[src/rtl/hazard_ctrl_unit.sv]
// Hazard controller between ID and EX: load-use and branch stalls,
// taken-branch flush, counted HALT drain and saturating perf counters.
module hazard_ctrl_unit #(
  parameter int NB_REG            = 5,
  parameter int LOAD_STALL_CYCLES = 1,
  parameter int BRANCH_HAZARD_EN  = 1,
  parameter int DRAIN_CYCLES      = 4,
  parameter int NB_CNT            = 16
) (
  input  logic              clock,
  input  logic              reset,
  input  logic              ex_mem_read_i,
  input  logic [NB_REG-1:0] ex_rt_i,
  input  logic              ex_reg_write_i,
  input  logic [NB_REG-1:0] ex_write_reg_i,
  input  logic [NB_REG-1:0] id_rs_i,
  input  logic [NB_REG-1:0] id_rt_i,
  input  logic              id_uses_rt_i,
  input  logic              id_is_branch_i,
  input  logic              branch_taken_i,
  input  logic              halt_i,
  output logic              stall_o,
  output logic              pc_write_o,
  output logic              if_id_write_o,
  output logic              if_id_flush_o,
  output logic              id_ex_flush_o,
  output logic              halted_o,
  output logic [NB_CNT-1:0] stall_count_o,
  output logic [NB_CNT-1:0] flush_count_o
);

  localparam int CMAX = (LOAD_STALL_CYCLES > DRAIN_CYCLES) ?
                        LOAD_STALL_CYCLES : DRAIN_CYCLES;
  localparam int NB_C = $clog2(CMAX + 1);
  localparam int LD_INIT = (LOAD_STALL_CYCLES > 1) ?
                           LOAD_STALL_CYCLES - 2 : 0;
  localparam logic [NB_C-1:0] LD_LOAD = NB_C'(LD_INIT);
  localparam logic [NB_C-1:0] DR_LOAD = NB_C'(DRAIN_CYCLES - 1);
  localparam logic LD_MULTI = (LOAD_STALL_CYCLES > 1);
  localparam logic BR_EN = (BRANCH_HAZARD_EN != 0);

  typedef enum logic [1:0] {
    RUN, LD_STALL, HALT_DRAIN, HALTED
  } state_t;

  state_t state_q, state_d;
  logic [NB_C-1:0] cnt_q, cnt_d;
  logic [NB_CNT-1:0] stall_cnt_q, flush_cnt_q;

  logic rs_ld, rt_ld, rs_br, rt_br;
  logic lu, bh;
  logic stall_c, flush_c, halted_c, count_stall;

  // Register 0 never carries a real dependency.
  assign rs_ld = (id_rs_i != '0) && (ex_rt_i == id_rs_i);
  assign rt_ld = (id_rt_i != '0) && (ex_rt_i == id_rt_i);
  assign rs_br = (id_rs_i != '0) && (ex_write_reg_i == id_rs_i);
  assign rt_br = (id_rt_i != '0) && (ex_write_reg_i == id_rt_i);

  assign lu = ex_mem_read_i & (rs_ld | (id_uses_rt_i & rt_ld));
  assign bh = BR_EN & id_is_branch_i & ex_reg_write_i & (rs_br | rt_br);

  always_ff @(posedge clock) begin
    if (reset) begin
      state_q <= RUN;
      cnt_q   <= '0;
    end else begin
      state_q <= state_d;
      cnt_q   <= cnt_d;
    end
  end

  always_comb begin
    state_d = state_q;
    cnt_d   = cnt_q;
    unique case (state_q)
      RUN: begin
        if (halt_i) begin
          state_d = HALT_DRAIN;
          cnt_d   = DR_LOAD;
        end else if (lu && LD_MULTI) begin
          state_d = LD_STALL;
          cnt_d   = LD_LOAD;
        end
      end
      LD_STALL: begin
        if (halt_i) begin
          state_d = HALT_DRAIN;
          cnt_d   = DR_LOAD;
        end else if (cnt_q == '0) begin
          state_d = RUN;
        end else begin
          cnt_d = cnt_q - 1'b1;
        end
      end
      HALT_DRAIN: begin
        if (cnt_q == '0) state_d = HALTED;
        else cnt_d = cnt_q - 1'b1;
      end
      HALTED: state_d = HALTED;
      default: state_d = RUN;
    endcase
  end

  always_comb begin
    stall_c     = 1'b0;
    flush_c     = 1'b0;
    halted_c    = 1'b0;
    count_stall = 1'b0;
    if (!reset) begin
      unique case (state_q)
        RUN: begin
          if (halt_i) begin
            stall_c = 1'b1;
          end else if (lu || bh) begin
            stall_c     = 1'b1;
            count_stall = 1'b1;
          end else if (branch_taken_i) begin
            flush_c = 1'b1;
          end
        end
        LD_STALL: begin
          stall_c     = 1'b1;
          count_stall = !halt_i;
        end
        HALT_DRAIN: stall_c = 1'b1;
        HALTED: begin
          stall_c  = 1'b1;
          halted_c = 1'b1;
        end
        default: stall_c = 1'b0;
      endcase
    end
  end

  assign stall_o       = stall_c;
  assign pc_write_o    = !stall_c;
  assign if_id_write_o = !stall_c;
  assign id_ex_flush_o = stall_c;
  assign if_id_flush_o = flush_c;
  assign halted_o      = halted_c;

  always_ff @(posedge clock) begin
    if (reset) begin
      stall_cnt_q <= '0;
      flush_cnt_q <= '0;
    end else begin
      if (count_stall && (stall_cnt_q != '1))
        stall_cnt_q <= stall_cnt_q + NB_CNT'(1);
      if (flush_c && (flush_cnt_q != '1))
        flush_cnt_q <= flush_cnt_q + NB_CNT'(1);
    end
  end

  assign stall_count_o = stall_cnt_q;
  assign flush_count_o = flush_cnt_q;

endmodule

[config.mk]
export PLATFORM = sky130hd
export DESIGN_NAME = hazard_ctrl_unit
export DESIGN_NICKNAME = d
export VERILOG_FILES = /design/src/rtl/hazard_ctrl_unit.sv
export SDC_FILE = /design/constraint.sdc
export NUM_CORES = 1
export LEC_CHECK = 0
export BUFFER_PORTS_ARGS = -buffer_cell sky130_fd_sc_hd__clkbuf_2
export CELL_PAD_IN_SITES_DETAIL_PLACEMENT = 0
export CELL_PAD_IN_SITES_GLOBAL_PLACEMENT = 1
export CORE_AREA = 8 8 112 73
export CTS_CLUSTER_DIAMETER = 50
export CTS_CLUSTER_SIZE = 20
export DETAILED_ROUTE_END_ITERATION = 8
export DIE_AREA = 0 0 120 81
export GPL_ROUTABILITY_DRIVEN = 0
export PLACE_DENSITY_LB_ADDON = 0.08
export RECOVER_POWER = 50
export SLEW_MARGIN = 25
export SYNTH_ARGS = -nofsm -noshare
export SYNTH_HDL_FRONTEND = slang
export SYNTH_SLANG_ARGS = --single-unit
[constraint.sdc]
create_clock -name clock -period 2.99 [get_ports clock]
set_clock_uncertainty 0.2 [all_clocks]
set_input_delay 0.1495 -clock clock [delete_from_list [all_inputs] [get_ports clock]]
set_output_delay 0.1495 -clock clock [all_outputs]
set_load 0.1 [all_outputs]
# == Yosys cells after proc, flatten, opt, wreduce, memory -nomap -nowiden ==
# Index checks and enable logic that the tools add are counted.
# classes
n_addsub,3
n_eq_ne,12
muxes,23
bitwise,6
reduce_logical,17
# op_table
cell,count
adder 16 x 1 -> 16 bit (second input constant),2
inequality test 16 bit (second input constant),2
equality test 5 bit,4
two-way mux 1 bit,12
nonzero test 5 bit,2
two-way mux 3 bit,3
one-hot mux 3 bit (3 select lines),1
two-way mux 2 bit,4
one-hot mux 2 bit (4 select lines),1
logical AND 1 bit,6
bitwise AND 1 bit,4
equality test 2 bit (second input constant),2
inequality test 2 bit (second input constant),2
one-hot mux 1 bit (2 select lines),2
logical NOT 3 bit,1
inequality test 3 bit (second input constant),1
AND reduction 3 bit,1
nonzero test 3 bit,1
OR reduction 3 bit,1
subtractor 3 x 1 -> 3 bit (second input constant),1
equality test 2 x 1 -> 1 bit (second input constant),1
logical NOT 1 bit,2
logical NOT 2 bit,1
bitwise OR 1 bit,2
2 further kinds,2
# totals
regBits,37
in_bits,28

# == Depth between registers and ports, before layout ==
# Gate-level depths: netlist (run 1).
# depth
word_depth,11
mapped_depth,10
mapped_depth_nobuf,8

# == Worst setup path before layout (run 1) ==
# OpenSTA, ideal clock, no wires.
# synth_path
path_kind,input to output
startpoint,input id_rt_i[1]
endpoint,output stall_o
t_arrival_ns,4.302
required_ns,2.641
setup_slack_ns,-1.662
cell_stages,10
path_buffers,3
path_cell_list,or4_4 nor2_2 nor4_2 o21ai_2 nand2_2 buf_6 clkbuf_1 o21ai_1 inv_1 buf_4
# synth_between
elab_chain_len,10
word_cells_on_any_way,15
cone_classes,2 x eq/ne; 4 x mux; 5 x bitwise; 4 x reduce/logical
# synth_lines
item,line,rtl
"start, declared",17,"input logic [NB_REG-1:0] id_rt_i,"
equality test 5 bit or nonzero test 5 bit (tied branches),"56, 58",
logical AND 1 bit,56,assign rt_ld = (id_rt_i != '0) && (ex_rt_i == id_rt_i);
bitwise AND 1 bit,60,assign lu = ex_mem_read_i & (rs_ld | (id_uses_rt_i & rt_ld));
bitwise OR 1 bit,60,
bitwise AND 1 bit,60,
logical OR 1 bit (*),115,end else if (lu || bh) begin
two-way mux 1 bit (*),115,
two-way mux 1 bit (*),113,if (halt_i) begin
one-hot mux 1 bit (2 select lines) (*),111,unique case (state_q)
two-way mux 1 bit (*),110,if (!reset) begin
"end, declared",22,"output logic stall_o,"
# Every way passes the cells marked *; elsewhere a longest branch is shown, timed or not.

# == Worst setup path in the final report (run 1) ==
# layout_path
startpoint,"register stall_cnt_q[0], in the netlist stall_count_o[0]"
endpoint,"register stall_cnt_q[14], in the netlist stall_count_o[14]"
# layout_between
elab_chain_len,2
word_cells_on_any_way,3
cone_classes,1 x add/sub; 1 x eq/ne; 1 x reduce/logical
# layout_lines
item,line,rtl
"start, declared",48,"logic [NB_CNT-1:0] stall_cnt_q, flush_cnt_q;"
"start signal, assigned",149,stall_cnt_q <= stall_cnt_q + NB_CNT'(1);
"parallel branches: the longest is 2 deep, another holds adder 16 x 1 -> 16 bit",n/a,
# Parallel ways; which one is timed is not known.
# A chain may end at the register's enable or synchronous reset.

==> key figures, run 1 <==
Timing
  • # setup viols final: 0
  • Crit share post-route: 88.2%
  • Setup WS post-layout: between 0.3 and 0.4 ns
  • Slew Limit Fails: 0
  • Fin Setup TNS: 0 ns
  • Min Clock Period, post-route: 2.64 ns
  • Fin. Hold Viols: 0
  • RSZ-0062 raised after global routing: false
  • Actual slew at the worst max-slew pin: 1.20 ns
  • Max transition margin: 20.6%
  • Achievable clock frequency: between 0.3 and 0.4 GHz

Clock network
  • Clock transition at path regs: 0.08 ns
  • Clk buf depth: 2
  • Resized cells post-CTS: 0
  • Inserted Clock Buffers: 5
  • CTS Sinks: 37
  • Worst skew pair latency: slightly below 0.3 ns
  • Root buffer cell: clkbuf_8
  • CTS tree: done
  • H-tree depth: 2

Global routing
  • Pin count of the biggest net entering global routing: 39
  • Number of global-route vias before repair: 2151
  • Global-route wire length before repair: 10800 um
  • Grt ovf: 0
  • Initial antenna violation count: 0
  • Tot GR Track Use: 13.5%

Synth
  • Synth async-reset ratio: 0%
  • Synth cell types: 52
  • Post-synthesis sequential area ratio: 30.7%
  • Ys flop type: dfxtp_1
  • Top cell type by total area after synthesis: dfxtp_1
  • Synthesized area per cell: ~8 um2
  • Synthesis-stage register bit count: 37
  • Syn Nets: 332
  • Post-Syn Area: 2410 um2
  • Yosys Warn Count: 0
  • Gate Count Post-Synth: 296
  • Post-synth EDFFs: 0
  • Top cell type's share of synthesized area: 30.7%
  • Synth area leaders: dfxtp_1, xnor2_1, nand3_1

Drt
  • Routed vias/inst: between 5 and 6
  • Detailed Route Iter0 Violations: 146
  • Antenna Nets Post-Route: 0
  • DR WL/cell: 14.7 um
  • WL final: 6630 um
  • DRT Pass-1 Iters: 4
  • Via Count: 2351
  • Remaining DRCs: 0

Placement
  • DP HPWL: 5230 um
  • Placed cell count: around 440
  • DP Worst Slack: 0.382 ns
  • Port Buffers: 65

Finish
  • Multi-input combinational cell area: 1560 um2
  • Fillcell total: 697
  • Synth-to-Final Area Change: 20.9%
  • Commonest cells after routing, fill and taps aside: clkbuf_1, dfxtp_1, clkbuf_2
  • Fin nets: ~400
  • Ratio of cells with drive above 1 in the final layout: 22.0%
  • Leading cell type in the layout, fill and taps excluded: clkbuf_1
  • Finished Layout Cells: 451
  • Seq. cell area: 748 um2
  • N_diodes: 0

Run
  • Total of max-cap violations: 0

Critical path
  • Worst setup SP type: flip-flop
  • R2R Path End: stall_count_o[14]
  • Crit Reg-Reg Startpoint: stall_count_o[0]
  • WP data arrival: 2.62 ns
  • Reg-to-reg slack, setup: 0.35 ns
  • CP Capture Type: flip-flop
  • CP max FO: 15
  • Worst r2r path cells: 8
  • Req. time, crit path: approximately 3.0 ns
  • CP Class: flip-flop to flip-flop

Floorplanning
  • Core area: between 6000 and 7000 um2
  • Die X: 120 um
  • DIE HEIGHT: 81 um
  • Die area: 9720 um2
  • Starting Density: between 30% and 40%
  • # rows: 23
  • Num ports: between 60 and 70

Worst hold path
  • Hold depth: 5
  • Hold path startpoint: branch_taken_i
  • Hold Crit Class: input pin to flip-flop
  • Hold EP: flush_count_o[1]

Power
  • Peak supply drop: approximately 350 uV
  • Leak: 1.09 nW
  • Cell Pwr Density: 521 nW/um2

Run status
  • Status: completed
per-layer routing:
metal,global-route usage [%],wire [um]
met1,19.2,3520
met2,19.7,2700
met3,3.94,377
met4,2.73,31
met5,0,0
cells by family after synthesis:
kind of cell	after synthesis	share of synthesized area, %
buf+inv	28	5.24
xor+xnor	22	7.99
flops	37	30.7
mux	13	5.97
compound gates	56	15.5
simple gates	132	30.4
fa+ha+maj	8	4.15
cells in the mapped netlist, types with 3 or more instances:
library cell / number
mux2_2: 4
inv_1: 14
nor2b_1: 12
clkbuf_1: 8
a21oi_1: 19
o31ai_1: 6
xor2_1: 4
nand4_1: 11
nor3_1: 4
xnor2_1: 18
o21ai_0: 12
ha_1: 8
or2_2: 4
mux2_1: 7
nand3_1: 21
or4_1: 8
buf_4: 3
nor2_1: 26
nor4_1: 4
dfxtp_1: 37
nand2_1: 21
or3_1: 5
state kept, by name (all words and copies together) (netlist names):
name / flops
flush_count_o: 16
stall_count_o: 16
cnt_q: 3
state_q: 2
timing repair:
| action | in CTS | in global routing |
|---|---|---|
| hold endpoints to repair | 3 | 0 |
| setup buffers | 0 | 0 |
| hold buffers | 1 | 0 |
| endpoints found under the setup margin | 0 | 0 |
worst max-delay path, cell delays in order (launching register included):
cell	delay, ns
dfxtp_2	0.37
ha_1	0.18
nand3_1	0.14
nor4_1	0.51
nor3_1	0.14
a41oi_2	0.27
and2_4	0.27
or4_1	0.15
mux2_1	0.31
report_power, final:
| part | total [mW] | leakage, nW | internal [mW] | switching [mW] |
|---|---|---|---|---|
| clock | 0.355 | 0.0439 | 0.161 | 0.193 |
| combinational | 0.613 | 0.744 | 0.203 | 0.410 |
| sequential | 0.550 | 0.302 | 0.525 | 0.0256 |
| total | 1.52 | 1.09 | 0.889 | 0.629 |
per-stage QoR:
stage / hold WS, ns / total power, mW / cell area, um2 / utilization [%]
floorplan: 0.233 / 1.05 / 2460 / -
global placement: 0.274 / 1.18 / 2860 / 44.2
detailed placement: 0.272 / 1.18 / 2860 / 44.2
CTS: 0.109 / 1.54 / 2960 / 45.6
global route: 0.160 / 1.63 / 2910 / 45.0
finish: 0.114 / 1.52 / 2910 / 45.0
how the worst max path moves through the flow:
stage / start / cells after the start / slack, ns / to
after floorplan: id_rt_i[1] / 10 / -0.40 / stall_o
after global placement: state_q[0] / 7 / 0.43 / flush_count_o[8]
after detailed placement: stall_count_o[0] / 8 / 0.38 / stall_count_o[14]
after CTS: stall_count_o[0] / 8 / 0.37 / stall_count_o[14]
after global routing: stall_count_o[0] / 8 / 0.12 / stall_count_o[12]
final: stall_count_o[0] / 8 / 0.35 / stall_count_o[14]
cell type report:
type                       count  share of cell area [%]
clock buffer                   5                    2.36
clock inverter                 3                   0.601
inverter                      14                    1.93
multi-input combinational    231                    53.4
sequential                    37                    25.7
tap                           87                    3.74
timing repair buffer          74                    12.3
Note: power is estimated with default switching activity, not from simulation.
==> run 2, diff against run 1 <==
--- a/config.mk
+++ b/config.mk
@@ -16,6 +16,7 @@
 export GPL_ROUTABILITY_DRIVEN = 0
 export PLACE_DENSITY_LB_ADDON = 0.08
 export RECOVER_POWER = 50
+export REMOVE_ABC_BUFFERS = 1
 export SLEW_MARGIN = 25
 export SYNTH_ARGS = -nofsm -noshare
 export SYNTH_HDL_FRONTEND = slang
==> run 2 against run 1 <==
Compared with the run above: clock power increased by 1%; highest routed layer unchanged; via count decreased by 2.9%; core utilization decreased by 0.77 points; critical path depth decreased by 1; largest cell class unchanged; sequential share of layout area increased by 0.19 points; worst hold slack got worse by 0.0033 ns; critical path type unchanged; final area decreased by 1.7%; combinational power decreased by 3.3%; non-clock buffer count decreased by 3; first-iteration DRC count decreased by 24%.
==> key figures, run 2 (synthesis results as in run 1) <==
Drt
  • WL final: 6540 um (-1.3%)
  • Routed vias/inst: 5.10 (-2.2%)
  • DRT Pass-1 Iters: 4 (unchanged)
  • Remaining DRCs: 0 (unchanged)
  • Detailed Route Iter0 Violations: 111 (-24%)
  • Via Count: 2283 (-2.9%)
  • Antenna Nets Post-Route: 0 (unchanged)
  • DR WL/cell: 14.6 um (-0.68%)

Floorplanning
  • Core area: 6470 um2 (unchanged)
  • Num ports: 66 (unchanged)
  • # rows: 23 (unchanged)
  • Starting Density: 37.2% (unchanged)
  • Die X: 120 um (unchanged)
  • Die area: 9720 um2 (unchanged)
  • DIE HEIGHT: 81 um (unchanged)

Run status
  • Status: completed

Worst hold path
  • Hold Crit Class: input pin to flip-flop
  • Hold path startpoint: branch_taken_i
  • Hold depth: 5 (unchanged)
  • Hold EP: flush_count_o[1]

Critical path
  • Max incr delay on CP: 0.69 ns (+0.18 ns)
  • Reg-to-reg slack, setup: 0.26 ns (-0.09 ns)
  • R2R Path End: flush_count_o[14]
  • CP bufs+invs: 1 (+1)
  • Worst r2r path cells: 7 (-1)
  • CP max FO: 9 (-6)
  • Crit path cell chain: inv_1, ha_1, nand2b_1, nand3b_4, or4b_1, nor3_1, mux2_1
  • CP Capture Type: flip-flop
  • CP Class: flip-flop to flip-flop
  • Crit Reg-Reg Startpoint: state_q[0]
  • Req. time, crit path: 2.97 ns (about the same)
  • Worst setup SP type: flip-flop
  • Slowest CP cell: or4b_1
  • CP top delay family: simple AND/OR/NAND/NOR gates
  • WP data arrival: 2.70 ns (+0.08 ns)

Clock network
  • Clock transition at path regs: 0.08 ns (about the same)
  • CTS tree: done
  • Clk buf depth: 2 (unchanged)
  • Worst skew pair latency: 0.29 ns (about the same)
  • Post CTS Setup Buffer Count: 0 (unchanged)
  • Root buffer cell: clkbuf_8
  • H-tree depth: 2 (unchanged)
  • Inserted Clock Buffers: 5 (unchanged)
  • CTS Sinks: 37 (unchanged)
  • Resized cells post-CTS: 0 (unchanged)
  • Cts-stage hold buffer count: 1 (unchanged)

Run
  • Total of max-cap violations: 0 (unchanged)

Timing
  • Slew Limit Fails: 0 (unchanged)
  • Achievable clock frequency: 0.367 GHz (-3.3%)
  • Fin. Hold Viols: 0 (unchanged)
  • Actual slew at the worst max-slew pin: 1.19 ns (-0.00434 ns)
  • Max transition margin: 20.9% (+0.29 points)
  • Min Clock Period, post-route: 2.73 ns (+0.0887 ns)
  • Crit share post-route: 91.2% (+3.0 points)
  • Setup WS post-layout: 0.264 ns (-0.0887 ns)
  • RSZ-0062 raised after global routing: false
  • # setup viols final: 0 (unchanged)

Power
  • Cell Pwr Density: 525 nW/um2 (+0.68%)
  • Peak supply drop: 218 uV (-37%)
  • Combinational Power Share: 39.5% (-0.9 points)
  • Psw: 0.629 mW (about the same)
  • Leak: 1.07 nW (-1.4%)
  • Clock power frac: 23.9% (+0.5 points)
  • Part of the power in registers: 36.7% (+0.4 points)
  • Pint: 0.873 mW (-1.8%)
  • Sw Ratio: 41.9% (+0.43 points)

Finish
  • Fin nets: 396 (-0.75%)
  • Ratio of cells with drive above 1 in the final layout: 19.1% (-2.9 points)
  • Leading cell type in the layout, fill and taps excluded: dfxtp_1
  • Commonest cells after routing, fill and taps aside: dfxtp_1, clkbuf_1, clkbuf_2
  • N_diodes: 0 (unchanged)
  • Finished Layout Cells: 448 (-0.67%)
  • Synth-to-Final Area Change: 18.8%

Global routing
  • Tot GR Track Use: 13.4% (-0.065 points)
  • Number of global-route vias before repair: 2212 (+2.8%)
  • Global-route wire length before repair: 10800 um (+0.51%)
  • Grt ovf: 0 (unchanged)
  • Initial antenna violation count: 0 (unchanged)
  • Pin count of the biggest net entering global routing: 39 (unchanged)

Placement
  • Placed cell count: 439 (-0.68%)
  • Port Buffers: 65 (unchanged)
  • DP Worst Slack: 0.293 ns (-0.0889 ns)
  • DP HPWL: 5100 um (-2.4%)
==> run 2: how the worst max path moves through the flow <==
stage / startpoint / to / depth (start not counted)
floorplan: id_rt_i[1] / id_ex_flush_o / 7
global placement: stall_count_o[0] / stall_count_o[14] / 8
detailed placement: state_q[0] / flush_count_o[14] / 7
CTS: state_q[0] / flush_count_o[14] / 7
global route: state_q[0] / flush_count_o[14] / 7
finish: state_q[0] / flush_count_o[14] / 7
==> run 2: routing by layer <==
| metal | track usage (%) | wire length [um] | vias up |
|---|---|---|---|
| met3 | 3.67 | 276 | 2 |
| met1 | 18.8 | 3550 | 1041 |
| met2 | 20.2 | 2690 | 40 |
| met4 | 2.97 | 25 | 0 |
| met5 | 0 | 0 | - |
| li1 | - | - | 1200 |
==> run 2: per-stage QoR <==
| stage | TNS (ns) | power (mW) | hold WS [ns] | util [%] | cell area (um2) |
|---|---|---|---|---|---|
| 2_1_floorplan | -9.68 | 1.01 | 0.0186 | - | 2340 |
| 3_3_place_gp | 0 | 1.16 | 0.265 | 43.4 | 2810 |
| 3_5_place_dp | 0 | 1.16 | 0.264 | 43.4 | 2810 |
| 4_1_cts | 0 | 1.52 | 0.103 | 44.9 | 2910 |
| 5_1_grt | 0 | 1.61 | 0.142 | 44.2 | 2860 |
| 6_report | 0 | 1.50 | 0.110 | 44.2 | 2860 |
==> run 2: cell type report <==
cell class / count / area, um2
Fill cell: 707 / 3610
Multi-Input combinational cell: 231 / 1540
Sequential cell: 37 / 741
Timing Repair Buffer: 71 / 332
Tap cell: 87 / 109
Clock buffer: 5 / 68.8
Inverter: 14 / 52.6
Clock inverter: 3 / 17.5
==> run 2: worst reg2reg max path: stages, from the launching register on <==
cell      delay [ns]
dfxtp_1         0.33
inv_1           0.10
ha_1            0.30
nand2b_1        0.18
nand3b_4        0.21
or4b_1          0.69
nor3_1          0.25
mux2_1          0.35
==> run 2: power groups by stage <==
stage | Combinational [mW] | Sequential, mW | Clock [mW]
finish | 0.593 | 0.551 | 0.359
global route | 0.662 | 0.555 | 0.389
CTS | 0.600 | 0.550 | 0.373
detailed placement | 0.596 | 0.562 | 0
global placement | 0.599 | 0.561 | 0
floorplan | 0.429 | 0.584 | 0
==> run 3, diff against run 2 <==
--- a/config.mk
+++ b/config.mk
@@ -5,7 +5,7 @@
 export SDC_FILE = /design/constraint.sdc
 export NUM_CORES = 1
 export LEC_CHECK = 0
-export BUFFER_PORTS_ARGS = -buffer_cell sky130_fd_sc_hd__clkbuf_2
+export BUFFER_PORTS_ARGS = -buffer_cell sky130_fd_sc_hd__buf_2
 export CELL_PAD_IN_SITES_DETAIL_PLACEMENT = 0
 export CELL_PAD_IN_SITES_GLOBAL_PLACEMENT = 1
 export CORE_AREA = 8 8 112 73
==> run 3 against run 2 <==
Compared with the run above: sequential power about the same; largest cell class unchanged; worst hold slack worse by 0.056 ns; first-iteration DRC count up 20%; via count up 0.88%; critical path type unchanged; critical path depth unchanged; fmax up 0.73%; sequential cell count unchanged; setup slack better by 0.020 ns; final cell count down 0.45%.
==> key figures, run 3 (synthesis results as in run 1) <==
Floorplanning
  • DIE HEIGHT: 81 um (unchanged)
  • Num ports: 66 (unchanged)
  • Core area: 6470 um2 (unchanged)
  • Die X: 120 um (unchanged)
  • Starting Density: 37.2% (unchanged)
  • Die area: 9720 um2 (unchanged)
  • # rows: 23 (unchanged)

Finish
  • Leading cell type in the layout, fill and taps excluded: dfxtp_1
  • Synth-to-Final Area Change: 19.6%
  • Commonest cells after routing, fill and taps aside: dfxtp_1, clkbuf_1, buf_2
  • Fin nets: 394 (-0.51%)
  • Ratio of cells with drive above 1 in the final layout: 18.9% (-0.17 points)
  • N_diodes: 0 (unchanged)

Timing
  • RSZ-0062 raised after global routing: false
  • Slew Limit Fails: 0 (unchanged)
  • Max transition margin: 20.8% (-0.056 points)
  • Setup WS post-layout: 0.283 ns (+0.0198 ns)
  • Min Clock Period, post-route: 2.71 ns (-0.0198 ns)
  • Fin. Hold Viols: 0 (unchanged)
  • Hold slack: 0.0545 ns (-0.0559 ns)
  • Achievable clock frequency: 0.369 GHz (+0.73%)
  • Actual slew at the worst max-slew pin: 1.19 ns (+0.000847 ns)
  • # setup viols final: 0 (unchanged)
  • Crit share post-route: 90.5% (-0.66 points)

Drt
  • WL final: 6360 um (-2.7%)
  • Remaining DRCs: 0 (unchanged)
  • DR WL/cell: 14.3 um (-2.3%)
  • Antenna Nets Post-Route: 0 (unchanged)
  • Routed vias/inst: 5.16 (+1.3%)
  • DRT Pass-1 Iters: 4 (unchanged)
  • Detailed Route Iter0 Violations: 133 (+20%)
  • Via Count: 2303 (+0.88%)

Global routing
  • Tot GR Track Use: 13.5% (+0.088 points)
  • Grt ovf: 0 (unchanged)
  • Global-route wire length before repair: 10900 um (+0.82%)
  • Pin count of the biggest net entering global routing: 23 (-41%)
  • Number of global-route vias before repair: 2261 (+2.2%)
  • Initial antenna violation count: 0 (unchanged)

Critical path
  • WP data arrival: 2.68 ns (-0.02 ns)
  • Req. time, crit path: 2.96 ns (about the same)
  • Worst setup SP type: flip-flop
  • CP max FO: 9 (unchanged)
  • CP Class: flip-flop to flip-flop
  • CP Capture Type: flip-flop

Power
  • Peak supply drop: 231 uV (+5.7%)
  • Psw: 0.611 mW (-2.8%)
  • Part of the power in registers: 34.5% (-2.2 points)
  • Cell Pwr Density: 553 nW/um2 (+5.4%)
  • Sw Ratio: 38.4% (-3.5 points)
  • Pint: 0.982 mW (+12%)
  • Clock power frac: 28.7% (+4.8 points)
  • Combinational Power Share: 36.7% (-2.8 points)
  • Leak: 1.07 nW (-0.15%)

Run
  • Total of max-cap violations: 0 (unchanged)

Clock network
  • Root buffer cell: clkbuf_8
  • Inserted Clock Buffers: 5 (unchanged)
  • CTS Sinks: 37 (unchanged)
  • Cts-stage hold buffer count: 0 (-1)
  • H-tree depth: 2 (unchanged)
  • Clk buf depth: 2 (unchanged)
  • Worst skew pair latency: 0.29 ns (about the same)
  • Clock transition at path regs: 0.08 ns (about the same)
  • CTS tree: done

Run status
  • Status: completed

Placement
  • Port Buffers: 65 (unchanged)
  • DP Worst Slack: 0.286 ns (-0.00717 ns)
  • DP HPWL: 4960 um (-2.8%)

Worst hold path
  • Hold Crit Class: input pin to flip-flop
==> run 3: changes by cell type in the layout (fill, tap and decap cells not counted), sizes merged <==
| cell | previous run | this run |
|---|---|---|
| clkinvlp | 1 | 0 |
| bufinv | 0 | 1 |
| clkbuf | 70 | 40 |
| dlygate4sd3 | 1 | 0 |
| buf | 5 | 36 |
| clkinv | 2 | 0 |
==> run 3: worst paths after layout <==
check / slack (ns) / start / endpoint / depth (start not counted)
min: 0.05 / reset / stall_count_o[3] / 2
max: 0.28 / state_q[0] / flush_count_o[14] / 7
max reg2reg: 0.28 / state_q[0] / flush_count_o[14] / 7
min reg2reg: 0.29 / flush_count_o[10] / flush_count_o[10] / 2
==> run 3: repair_timing <==
| item | in CTS | in global routing |
|---|---|---|
| setup buffers | 0 | 0 |
| endpoints found under the hold margin | 0 | 0 |
| endpoints found under the setup margin | 0 | 1 |
| gates resized for setup | 0 | 1 |
==> run 3: power by group through the flow <==
stage / clock network [mW] / registers, mW / logic [mW]
after global placement: 0 / 0.561 / 0.597
after global routing: 0.488 / 0.557 / 0.660
after CTS: 0.466 / 0.550 / 0.591
after floorplan: 0 / 0.584 / 0.429
final: 0.458 / 0.551 / 0.586
after detailed placement: 0 / 0.562 / 0.589
==> run 3: routing by layer <==
layer,global-route usage (%),share of wire [%]
met5,0,0
met4,2.23,0.28
met3,4.36,5.7
met2,20.4,41
met1,18.7,53
==> run 3: through the flow <==
step                      power (mW)  utilization (%)  instance area (um2)  std cells  setup TNS [ns]
after floorplan                 1.01                -                 2340        282           -9.68
after global placement          1.16             43.3                 2800        438               0
after detailed placement        1.15             43.3                 2800        438               0
after CTS                       1.61             45.1                 2920        446               0
after global routing            1.70             44.5                 2880        446               0
final                           1.59             44.5                 2880        446               0
==> run 3: area by class of cell <==
class                      count  area, um2
tap                           87        109
sequential                    37        741
inverter                      14       52.6
fill                         701       3590
multi-input combinational    231       1550
clock buffer                   7       86.3
timing repair buffer          69        314
clock inverter                 1       30.0
==> run 3: worst max-delay path, cell delays in order, from the launching register on <==
cell and delay, ns:
dfxtp_1 0.33, inv_1 0.10, ha_1 0.29, nand2b_1 0.17, nand3b_4 0.21, or4b_1 0.70
nor3_1 0.23, mux2_1 0.35
